[config.mk]
export PLATFORM = sky130hd
export DESIGN_NAME = csr_file
export DESIGN_NICKNAME = d
export VERILOG_FILES = /design/src/rtl/csr_file.sv
export SDC_FILE = /design/constraint.sdc
export NUM_CORES = 1
export LEC_CHECK = 0
export CAP_MARGIN = 10
export CELL_PAD_IN_SITES_DETAIL_PLACEMENT = 0
export CELL_PAD_IN_SITES_GLOBAL_PLACEMENT = 1
export CORE_MARGIN = 2
export CORE_UTILIZATION = 43
export CTS_CLUSTER_SIZE = 28
export DETAILED_ROUTE_END_ITERATION = 8
export PLACE_DENSITY_LB_ADDON = 0.1
export SETUP_SLACK_MARGIN = 0.3
export SYNTH_ARGS = -nofsm -noshare
export SYNTH_HDL_FRONTEND = slang
export SYNTH_SLANG_ARGS = --single-unit
[constraint.sdc]
create_clock -name clk -period 6.9 [get_ports clk]
set_input_delay 1.035 -clock clk [delete_from_list [all_inputs] [get_ports clk]]
set_output_delay 1.035 -clock clk [all_outputs]
set_load 0.05 [all_outputs]
[src/rtl/csr_file.sv]
// csr_file: machine-mode CSR file with cycle/instret counters and RUN/WFI/TRAP control; define CSR_TIMER_IRQ_EN to enable the timer interrupt
module csr_file (
    input  logic        clk,
    input  logic        rst,
    input  logic [3:0]  csr_ID,
    output logic [31:0] csr_rdata,
    input  logic        isCSR_WB,
    input  logic [3:0]  csr_WB,
    input  logic [2:0]  funct3_WB,
    input  logic [31:0] wdata_WB,
    input  logic        isMRET_WB,
    input  logic        isWFI_WB,
    input  logic        isinstruct_WB,
    input  logic [31:0] resume_pc,
    input  logic        ext_irq,
    input  logic        timer_irq,
    output logic        redirect,
    output logic [31:0] redirect_pc,
    output logic        WFI_interrupt
);
    typedef enum logic [1:0] {RUN, WFI, TRAP} state_t;
    localparam logic [3:0] MSTATUS = 4'd0, MTVEC = 4'd1, MIE = 4'd2, MIP = 4'd3, MEPC = 4'd4;
    localparam logic [3:0] INSTRETH = 4'd5, INSTRET = 4'd6, CYCLEH = 4'd7, CYCLE = 4'd8;
`ifdef CSR_TIMER_IRQ_EN
    localparam logic [31:0] MIE_MASK = 32'h0000_0880;
    logic tmr;
    assign tmr = timer_irq;
`else
    localparam logic [31:0] MIE_MASK = 32'h0000_0800;
    logic tmr;
    assign tmr = 1'b0;
`endif
    state_t      state;
    logic        wfi_q, trap_q;
    logic        mstatus_mie, mstatus_mpie;
    logic [29:0] mtvec_q, mepc_q;
    logic [31:0] mie_q;
    logic [63:0] cycle_q, instret_q;
    logic        unused_bits;
    assign unused_bits = ^{funct3_WB[2], timer_irq};

    function automatic logic [31:0] csr_op(input logic [1:0] op, input logic [31:0] old, input logic [31:0] d);
        return op == 2'b01 ? d : op == 2'b10 ? (old | d) : op == 2'b11 ? (old & ~d) : old;
    endfunction

    logic        wr_en, pending, trap, mret, enter_trap;
    logic [31:0] mstatus_cur, mtvec_cur, mepc_cur, mip_cur;
    logic [31:0] mstatus_w, mtvec_w, mie_w, mepc_w;
    assign wr_en       = isCSR_WB & (funct3_WB[1:0] != 2'b00) & ~rst;
    assign mstatus_cur = {19'b0, 2'b11, 3'b0, mstatus_mpie, 3'b0, mstatus_mie, 3'b0};
    assign mtvec_cur   = {mtvec_q, 2'b00};
    assign mepc_cur    = {mepc_q, 2'b00};
    assign mip_cur     = {20'b0, ext_irq, 3'b0, tmr, 7'b0};
    // post-write values give both the next register contents and the read bypass
    assign mstatus_w = (wr_en && csr_WB == MSTATUS) ? csr_op(funct3_WB[1:0], mstatus_cur, wdata_WB) : mstatus_cur;
    assign mtvec_w   = (wr_en && csr_WB == MTVEC) ? csr_op(funct3_WB[1:0], mtvec_cur, wdata_WB) : mtvec_cur;
    assign mie_w     = ((wr_en && csr_WB == MIE) ? csr_op(funct3_WB[1:0], mie_q, wdata_WB) : mie_q) & MIE_MASK;
    assign mepc_w    = (wr_en && csr_WB == MEPC) ? csr_op(funct3_WB[1:0], mepc_cur, wdata_WB) : mepc_cur;
    assign pending    = |(mie_q & mip_cur);
    assign trap       = pending & mstatus_mie & (state == RUN) & ~isMRET_WB;
    assign mret       = isMRET_WB & (state == RUN) & ~rst;
    assign enter_trap = trap | ((state == WFI) & pending & mstatus_mie);
    assign redirect      = trap_q | mret;
    assign redirect_pc   = trap_q ? mtvec_cur : mepc_cur;
    assign WFI_interrupt = wfi_q;

    // read mux over post-write values so a same-cycle WB write is visible
    always_comb begin
        csr_rdata = 32'b0;
        case (csr_ID)
            MSTATUS:  csr_rdata = {19'b0, 2'b11, 3'b0, mstatus_w[7], 3'b0, mstatus_w[3], 3'b0};
            MTVEC:    csr_rdata = {mtvec_w[31:2], 2'b00};
            MIE:      csr_rdata = mie_w;
            MIP:      csr_rdata = mip_cur;
            MEPC:     csr_rdata = {mepc_w[31:2], 2'b00};
            INSTRETH: csr_rdata = instret_q[63:32];
            INSTRET:  csr_rdata = instret_q[31:0];
            CYCLEH:   csr_rdata = cycle_q[63:32];
            CYCLE:    csr_rdata = cycle_q[31:0];
            default:  csr_rdata = 32'b0;
        endcase
    end

    // control FSM with registered WFI/trap flags, CSR updates (trap/MRET override writes) and counters
    always_ff @(posedge clk or posedge rst) begin
        if (rst) begin
            state        <= RUN;
            wfi_q        <= 1'b0;
            trap_q       <= 1'b0;
            mstatus_mie  <= 1'b0;
            mstatus_mpie <= 1'b0;
            mtvec_q      <= '0;
            mepc_q       <= '0;
            mie_q        <= '0;
            cycle_q      <= '0;
            instret_q    <= '0;
        end else begin
            case (state)
                RUN: begin
                    if (trap) begin
                        state  <= TRAP;
                        trap_q <= 1'b1;
                    end else if (isWFI_WB && !pending) begin
                        state <= WFI;
                        wfi_q <= 1'b1;
                    end
                end
                WFI: begin
                    if (pending) begin
                        state  <= mstatus_mie ? TRAP : RUN;
                        trap_q <= mstatus_mie;
                        wfi_q  <= 1'b0;
                    end
                end
                default: begin
                    state  <= RUN;
                    trap_q <= 1'b0;
                    wfi_q  <= 1'b0;
                end
            endcase
            mtvec_q      <= mtvec_w[31:2];
            mie_q        <= mie_w;
            mepc_q       <= enter_trap ? resume_pc[31:2] : mepc_w[31:2];
            mstatus_mie  <= enter_trap ? 1'b0 : mret ? mstatus_mpie : mstatus_w[3];
            mstatus_mpie <= enter_trap ? mstatus_mie : mret ? 1'b1 : mstatus_w[7];
            cycle_q      <= cycle_q + 64'd1;
            instret_q    <= instret_q + 64'(isinstruct_WB);
        end
    end
endmodule
======== Word-level counts from Yosys, hierarchy flattened ========
Cells that the tools add are included.
operators by class
  add/subtract/negate cells ............... 2
  eq/ne operators ......................... 20
  muxes and demuxes ....................... 35
  bitwise operators ....................... 23
  reductions and logical operators ........ 14
operators by type and width
  cell                                                                   count
  32-bit two-way mux                                                     9
  32-bit case mux with 9 select lines                                    1
  64-bit by 1-bit adder with 64-bit output                               1
  64-bit by 1-bit adder with 64-bit output, second input constant        1
  32-bit bitwise AND                                                     2
  32-bit OR                                                              2
  12-bit two-way mux                                                     4
  8-bit two-way mux                                                      4
  32-bit inverter                                                        1
  32-bit OR reduction                                                    1
  30-bit two-way mux                                                     1
  12-bit bitwise AND                                                     2
  4-bit by 3-bit equality test with 1-bit output, second input constant  5
  4-bit by 2-bit equality test with 1-bit output, second input constant  3
  12-bit OR                                                              1
  1-bit bitwise AND                                                      9
  1-bit two-way mux                                                      9
  8-bit bitwise AND                                                      1
  4-bit by 1-bit equality test with 1-bit output, second input constant  2
  4-bit zero test                                                        2
  2-bit two-way mux                                                      4
  8-bit OR                                                               1
  2-bit != test, second input constant                                   3
  1-bit logical AND                                                      5
  14 further kinds                                                       20
word-level totals
  bits in registers ....................... 195
  bits of input ports ..................... 83
  output and inout port bits .............. 66
  word-level logic and storage cells ...... 104

======== Depth between registers and ports, before layout ========
Gate-level depths: netlist (run 1).
  depth after elaboration ................. 8
  mapped depth ............................ 9
  mapped depth without buffers ............ 7

======== Worst setup path before layout (run 1) ========
OpenSTA, ideal clock, no wires.
  path kind ............................... input port to output port
  from .................................... in csr_ID[3]
  to ...................................... out csr_rdata[0]
  arrival time ............................ 3.181 ns
  required time ........................... 5.865 ns
  setup slack ............................. 2.684 ns
  cell stages on the path ................. 5
  path buffers ............................ 2
  path through ............................ buf_2 > nor3b_1 > clkbuf_1 > a22oi_1 > o21ai_0
on the way
  cells in the longest elaborated chain, start to end .. 2
  elaborated cells on any way between the ends .. 10
  those cells by class .................... eq/ne (8); mux (1); reduce/logical (1)
ends and longest elaborated chain
  item                                               RTL line  source
  from (decl)                                        5         input logic [3:0] csr_ID,
  4-bit equality test, or another cell as far along  70        case (csr_ID)
  32-bit case mux with 9 select lines *              70
  to (decl)                                          6         output logic [31:0] csr_rdata,
Mark *: on every way between the ends. The rest lies on a longest branch, timed or not.

======== Worst setup path in the final report (run 1) ========
  from .................................... in csr_ID[2]
  to ...................................... out csr_rdata[27]
Same word-level chain as after synthesis.

==> metrics.cfg, run 1 <==
[synthesis]
synth-seq-cells=195
yosysMostFrequentCell=dfrtp_1
yosys.area_share.simple=0.174
muxShareOfSynthArea=0.0444
synth_adder_area_share=0.00343
synth-edff-count=0
synth-compound-area-share=0.173
synth_top_family_by_area=simple AND/OR/NAND/NOR gates
synth_top_area_frac=0.446
ys_seq_area_frac=0.446
synth_area_leaders=dfrtp_1, xnor2_1, a22oi_1
avgSynthCellArea_um2=9.90
synth_cell_types=61
ys.flop_type=dfrtp_1
async_reset_ff_frac=1.00
synth-xor-area-share=0.124
yosys_warnings=0
netlist_area_mm2=0.0110
yosys.area.top_type=dfrtp_1
syn_inst=1106
synthTopCellsByCount=dfrtp_1, xnor2_1, nand2_1, a21oi_1

[critical_path]
critPathKind=in2out
cp-start-kind=input pin
cp.required_ns=5.86
crit_fanout=15
crit_path_end_kind=output pin
cp.arrival_ns=4.68

[job]
cap_violations=0

[drt]
top_layer_used=met4
wl_per_cell_um=21.8
wl_met2_mm=15.6
first_pass_iters=5
vias=9166
antenna_left=0
met1_length_mm=16.2
wirelength_mm=34.0
wl_met3_mm=1.83
drc=0
vias_per_cell=5.88
drtIter0Drc=868

[pwr]
p_per_area_mw_per_mm2=283
leakage_nw=5.64
vdd_drop_max_mv=0.188

[final_layout]
layout.cells.non_filler=1559
num_antenna_cells=0
syn_to_final_growth_pct=21.2
layout-drive-gt1-share=0.0985
nFillCells=2333
fin_util=0.529
nNetsFinal=1302

[global_route]
grt_pass1_vias=8942
grt_pass1_wl_mm=52.9
overflow=0
grt.total_usage=0.259
grt_antenna_before_repair=1
grt_start_max_net_pins=94

[clock_tree]
cts.repair.resized=0
clk_path_buf_depth=2
cts_setup_buffers=0
cts_tree=built
path_clk_slew_ns=0.08
cts-root-buf=clkbuf_16
h-tree-depth=4
worstSkewPairLatency_ns=0.45
cts_sinks=195
cts_buffers=17
ctsHoldBuffers=0

[floorplanning]
die_height_um=164
pin_count=149
die_x_um=164
start_util=0.436
dieArea_mm2=0.0268
core_mm2=0.0251
placementRows=58

[timing]
setup_viol=0
hold_violations=0
max-slew-margin-rel=0.311
rsz0062_at_grt=no
fin_skew_ns=0.0208
slew_viol_final=0
post-route-period-util=0.828
fmax_ghz=0.175
period_needed_ns=5.71
worst_pin_slew_ns=1.03
holdWs_ns=0.492
tns_ns=0

[worst_hold_path]
hold_path_class=reg2reg

[placed_design]
port-buffer-count=140
gp_congestion=0.829
dp_cells=1527
dp_hpwl_mm=23.3

[outcome]
outcome=finished, final reports clean

## power by group
part	internal [W]	total [W]	switching, W	leakage [nW]
Sequential	0.00129	0.00143	0.000142	2.61
Clock	0.000490	0.00101	0.000517	0.287
Combinational	0.000529	0.00132	0.000795	2.75
Total	0.00231	0.00376	0.00145	5.64
## cells by family (layout without fill, tap and decap cells)
| kind of cell | after synthesis | in the layout |
|---|---|---|
| and+or+nand+nor | 330 | 330 |
| AOI/OAI and AO/OA | 285 | 285 |
| DFF | 195 | 195 |
| xor gates and xnor gates | 155 | 155 |
| buffers and inverters | 93 | 215 |
| muxes | 44 | 44 |
| adders and majority gates | 3 | 3 |
| other | 1 | 2 |
## per-layer routing
metal  track usage  vias up
met5             0        -
met4        0.0530        0
met3        0.0340       24
met2         0.405      249
met1         0.385     4612
li1              -     4281
## worst max-delay path: stages
cell             delay (ns)
clkdlybuf4s50_1        0.76
nor2b_1                0.36
and2_1                 0.56
buf_4                  0.34
a22oi_1                0.13
o21ai_0                0.49
a211o_1                0.19
clkdlybuf4s50_1        0.80
## cell usage in the layout (no fill, tap or decap), types with 37 or more instances in the layout
cell type        Yosys  final
nand4_1             42     42
nand2_1             74     74
a22oi_1             56     56
mux2_2              37     37
o21ai_0             52     52
dfrtp_1            195    194
a21oi_1             71     71
nor2_1              56     54
nand3_1             53     53
clkdlybuf4s50_1      0    139
xnor2_1            123    123
## final timing paths
path	start	endpoint	slack, ns	depth (start not counted)
max in group asynchronous	rst	mtvec_q[10]	4.31	3
min in group asynchronous	rst	state[0]	1.32	2
max	csr_ID[2]	csr_rdata[27]	1.19	8
min	cycle_q[11]	cycle_q[11]	0.49	1
min reg2reg	cycle_q[11]	cycle_q[11]	0.49	1
max reg2reg	instret_q[0]	instret_q[44]	4.34	8
## state kept, by name, indices dropped and copies added (netlist names)
signal / count
mstatus_mpie: 1
cycle_q: 64
state: 2
trap_q: 1
mie_q: 1
instret_q: 64
WFI_interrupt: 1
mtvec_q: 30
mstatus_mie: 1
mepc_q: 30
## final cells by class
class,instances,area (um2),area share
multi-input combinational,819,5740,0.433
sequential,195,4880,0.368
timing repair buffer,161,1570,0.118
clock buffer,18,429,0.0323
tap,330,413,0.0311
clock inverter,14,155,0.0117
inverter,22,90.1,0.00678
## per-stage QoR
stage | total power, W | setup WS, ns | instance area, um2
after floorplan | 0.00235 | 0.553 | 11000
after global placement | 0.00277 | 1.20 | 12700
after detailed placement | 0.00277 | 1.23 | 12700
after CTS | 0.00379 | 1.24 | 13300
after global routing | 0.00394 | 1.06 | 13300
final | 0.00376 | 1.19 | 13300
No activity file was read; power rests on OpenSTA's default activity.
==> inputs of run 2 (changes only) <==
==> constraint.sdc (replaced) <==
create_clock -name clk -period 5.7 [get_ports clk]
set_input_delay 0.855 -clock clk [delete_from_list [all_inputs] [get_ports clk]]
set_output_delay 0.855 -clock clk [all_outputs]
set_load 0.05 [all_outputs]
==> run 2 against run 1 <==
Against the previous run:
- combinational power rose by 21%
- design area barely moved
- sequential share of layout area barely moved
- hold slack barely moved
- global-route usage fell by 0.23 points
- clock skew fell by 0.0074 ns
- sequential power rose by 21%
- core utilization barely moved
- largest cell class unchanged
- flip-flop and latch count did not move
- first-iteration DRC count fell by 22%
- via count barely moved
- highest routed layer unchanged
- final cell count rose by 0.32%
==> metrics.cfg, run 2 (synthesized netlist as in run 1, its figures left out) <==
[timing]
fmax_ghz=0.208
worst_pin_slew_ns=1.18  ; was 1.03 ns
slew_viol_final=0  ; unchanged
holdWs_ns=0.492  ; about the same
tns_ns=0  ; unchanged
worst_slack_ns=0.884  ; was 1.19 ns
period_needed_ns=4.82
rsz0062_at_grt=no  ; unchanged
max-slew-margin-rel=0.208  ; was 0.311
post-route-period-util=0.845
fin_skew_ns=0.0135  ; was 0.0208 ns
hold_violations=0  ; unchanged
setup_viol=0  ; unchanged

[clock_tree]
cts_tree=built  ; unchanged
clk_path_buf_depth=2  ; unchanged
path_clk_slew_ns=0.07  ; was 0.08 ns
cts_sinks=195  ; unchanged
cts_setup_buffers=0  ; unchanged
worstSkewPairLatency_ns=0.44  ; was 0.45 ns
cts.repair.resized=0  ; unchanged
cts_buffers=17  ; unchanged
ctsHoldBuffers=0  ; unchanged
cts-root-buf=clkbuf_16  ; unchanged
h-tree-depth=4  ; unchanged

[floorplanning]
start_util=0.436  ; unchanged
pin_count=149  ; unchanged
die_x_um=164  ; unchanged
core_mm2=0.0251  ; unchanged
placementRows=58  ; unchanged
die_height_um=164  ; unchanged
dieArea_mm2=0.0268  ; unchanged

[outcome]
outcome=finished, final reports clean  ; unchanged

[final_layout]
num_antenna_cells=0  ; unchanged
fin_util=0.529  ; about the same
nNetsFinal=1307  ; was 1302
largestRegisters=cycle_q x64, instret_q x64  ; unchanged
layout_common_cells=dfrtp_1, xnor2_1, clkdlybuf4s50_1  ; was dfrtp_1, clkdlybuf4s50_1, xnor2_1
finalInstanceArea_mm2=0.0133  ; about the same
layout-drive-gt1-share=0.122  ; was 0.0985
nFillCells=2363  ; was 2333
syn_to_final_growth_pct=21.3  ; was 21.2%
final_common_cell=dfrtp_1  ; unchanged

[drt]
drtIter0Drc=681  ; was 868
vias_per_cell=5.86  ; was 5.88
wirelength_mm=33.7  ; was 34.0 mm
first_pass_iters=5  ; unchanged
vias=9164  ; was 9166
drc=0  ; unchanged
wl_per_cell_um=21.6  ; was 21.8 um
antenna_left=0  ; unchanged

[global_route]
grt_pass1_vias=8944  ; was 8942
grt_start_max_net_pins=97  ; was 94
grt_antenna_before_repair=0  ; was 1
overflow=0  ; unchanged
grt_pass1_wl_mm=52.5  ; was 52.9 mm
grt.total_usage=0.256  ; was 0.259

[critical_path]
critPathKind=in2out  ; unchanged
crit_path_end_kind=output pin  ; unchanged
path_cells=clkdlybuf4s50_1 -> nor2b_1 -> and2_1 -> a22oi_1 -> o21ai_0 -> a211o_1 -> buf_4  ; was clkdlybuf4s50_1 -> nor2b_1 -> and2_1 -> buf_4 -> a22oi_1 -> o21ai_0 -> a211o_1 -> clkdlybuf4s50_1
cp.arrival_ns=3.96  ; was 4.68 ns
crit_fanout=18  ; was 15
max_stage_delay_ns=0.76  ; was 0.80 ns
crit_slowest_cell=clkdlybuf4s50_1  ; unchanged
cp.required_ns=4.85  ; was 5.86 ns
cp-start-kind=input pin  ; unchanged

[pwr]
leakage_nw=5.72  ; was 5.64 nW
vdd_drop_max_mv=0.284  ; was 0.188 mV
p_per_area_mw_per_mm2=348  ; was 283 mW/mm2

[placed_design]
gp_congestion=0.832  ; was 0.829
dp_hpwl_mm=23.3  ; about the same
port-buffer-count=140  ; unchanged
dp_slack_ns=1.00  ; was 1.23 ns
place_area_mm2=0.0127  ; about the same

[worst_hold_path]
hold_path_class=reg2reg  ; unchanged

[job]
cap_violations=0  ; unchanged

-- run 2: cell types whose count changed in the layout (fill, tap and decap cells not counted), sizes merged --
cell           previous run  this run
bufinv                    0         3
clkbuf                   18        20
buf                      22        53
clkdlybuf4s50           139       113
clkinv                    4         3
clkinvlp                  0         3
inv                      32        25
-- run 2: layout make-up --
| cell class | count | area (um2) | area share |
|---|---|---|---|
| Timing Repair Buffer | 166 | 1550 | 0.117 |
| Sequential cell | 195 | 4880 | 0.367 |
| Multi-Input combinational cell | 819 | 5740 | 0.432 |
| Inverter | 22 | 86.3 | 0.00650 |
| Tap cell | 330 | 413 | 0.0311 |
| Clock buffer | 20 | 447 | 0.0336 |
| Clock inverter | 12 | 171 | 0.0129 |
-- run 2: metrics by stage --
step / power [W] / cells
finish: 0.00462 / 1564
global route: 0.00483 / 1564
CTS: 0.00465 / 1564
detailed placement: 0.00336 / 1532
global placement: 0.00336 / 1532
floorplan: 0.00285 / 1107
-- run 2: worst paths after layout --
kind | startpoint | end | slack, ns | cells past startpoint
hold reg to reg | cycle_q[11] | cycle_q[11] | 0.49 | 1
setup reg to reg | instret_q[0] | instret_q[62] | 2.90 | 8
hold / removal | cycle_q[11] | cycle_q[11] | 0.49 | 1
setup / recovery | csr_ID[2] | csr_rdata[30] | 0.88 | 7
max in group asynchronous | rst | cycle_q[10] | 3.51 | 3
min in group asynchronous | rst | state[0] | 1.19 | 2
-- run 2: per-layer routing --
layer	routed length [um]	vias up	global-route usage
li1	-	4276	-
met1	16400	4603	0.381
met2	15300	260	0.400
met3	1720	25	0.0333
met4	415	0	0.0578
met5	0	-	0
-- run 2: critical path: cells and delay by family --
kind | cells | cell delay [ns]
buffers and inverters | 2 | 0.96
AOI/OAI and AO/OA | 3 | 1.02
and+or+nand+nor | 2 | 1.11
-- run 2: report_power, final --
part / total [W] / internal, W / switching [W]
clock network: 0.00128 / 0.000715 / 0.000569
registers: 0.00173 / 0.00156 / 0.000170
logic: 0.00160 / 0.000640 / 0.000962
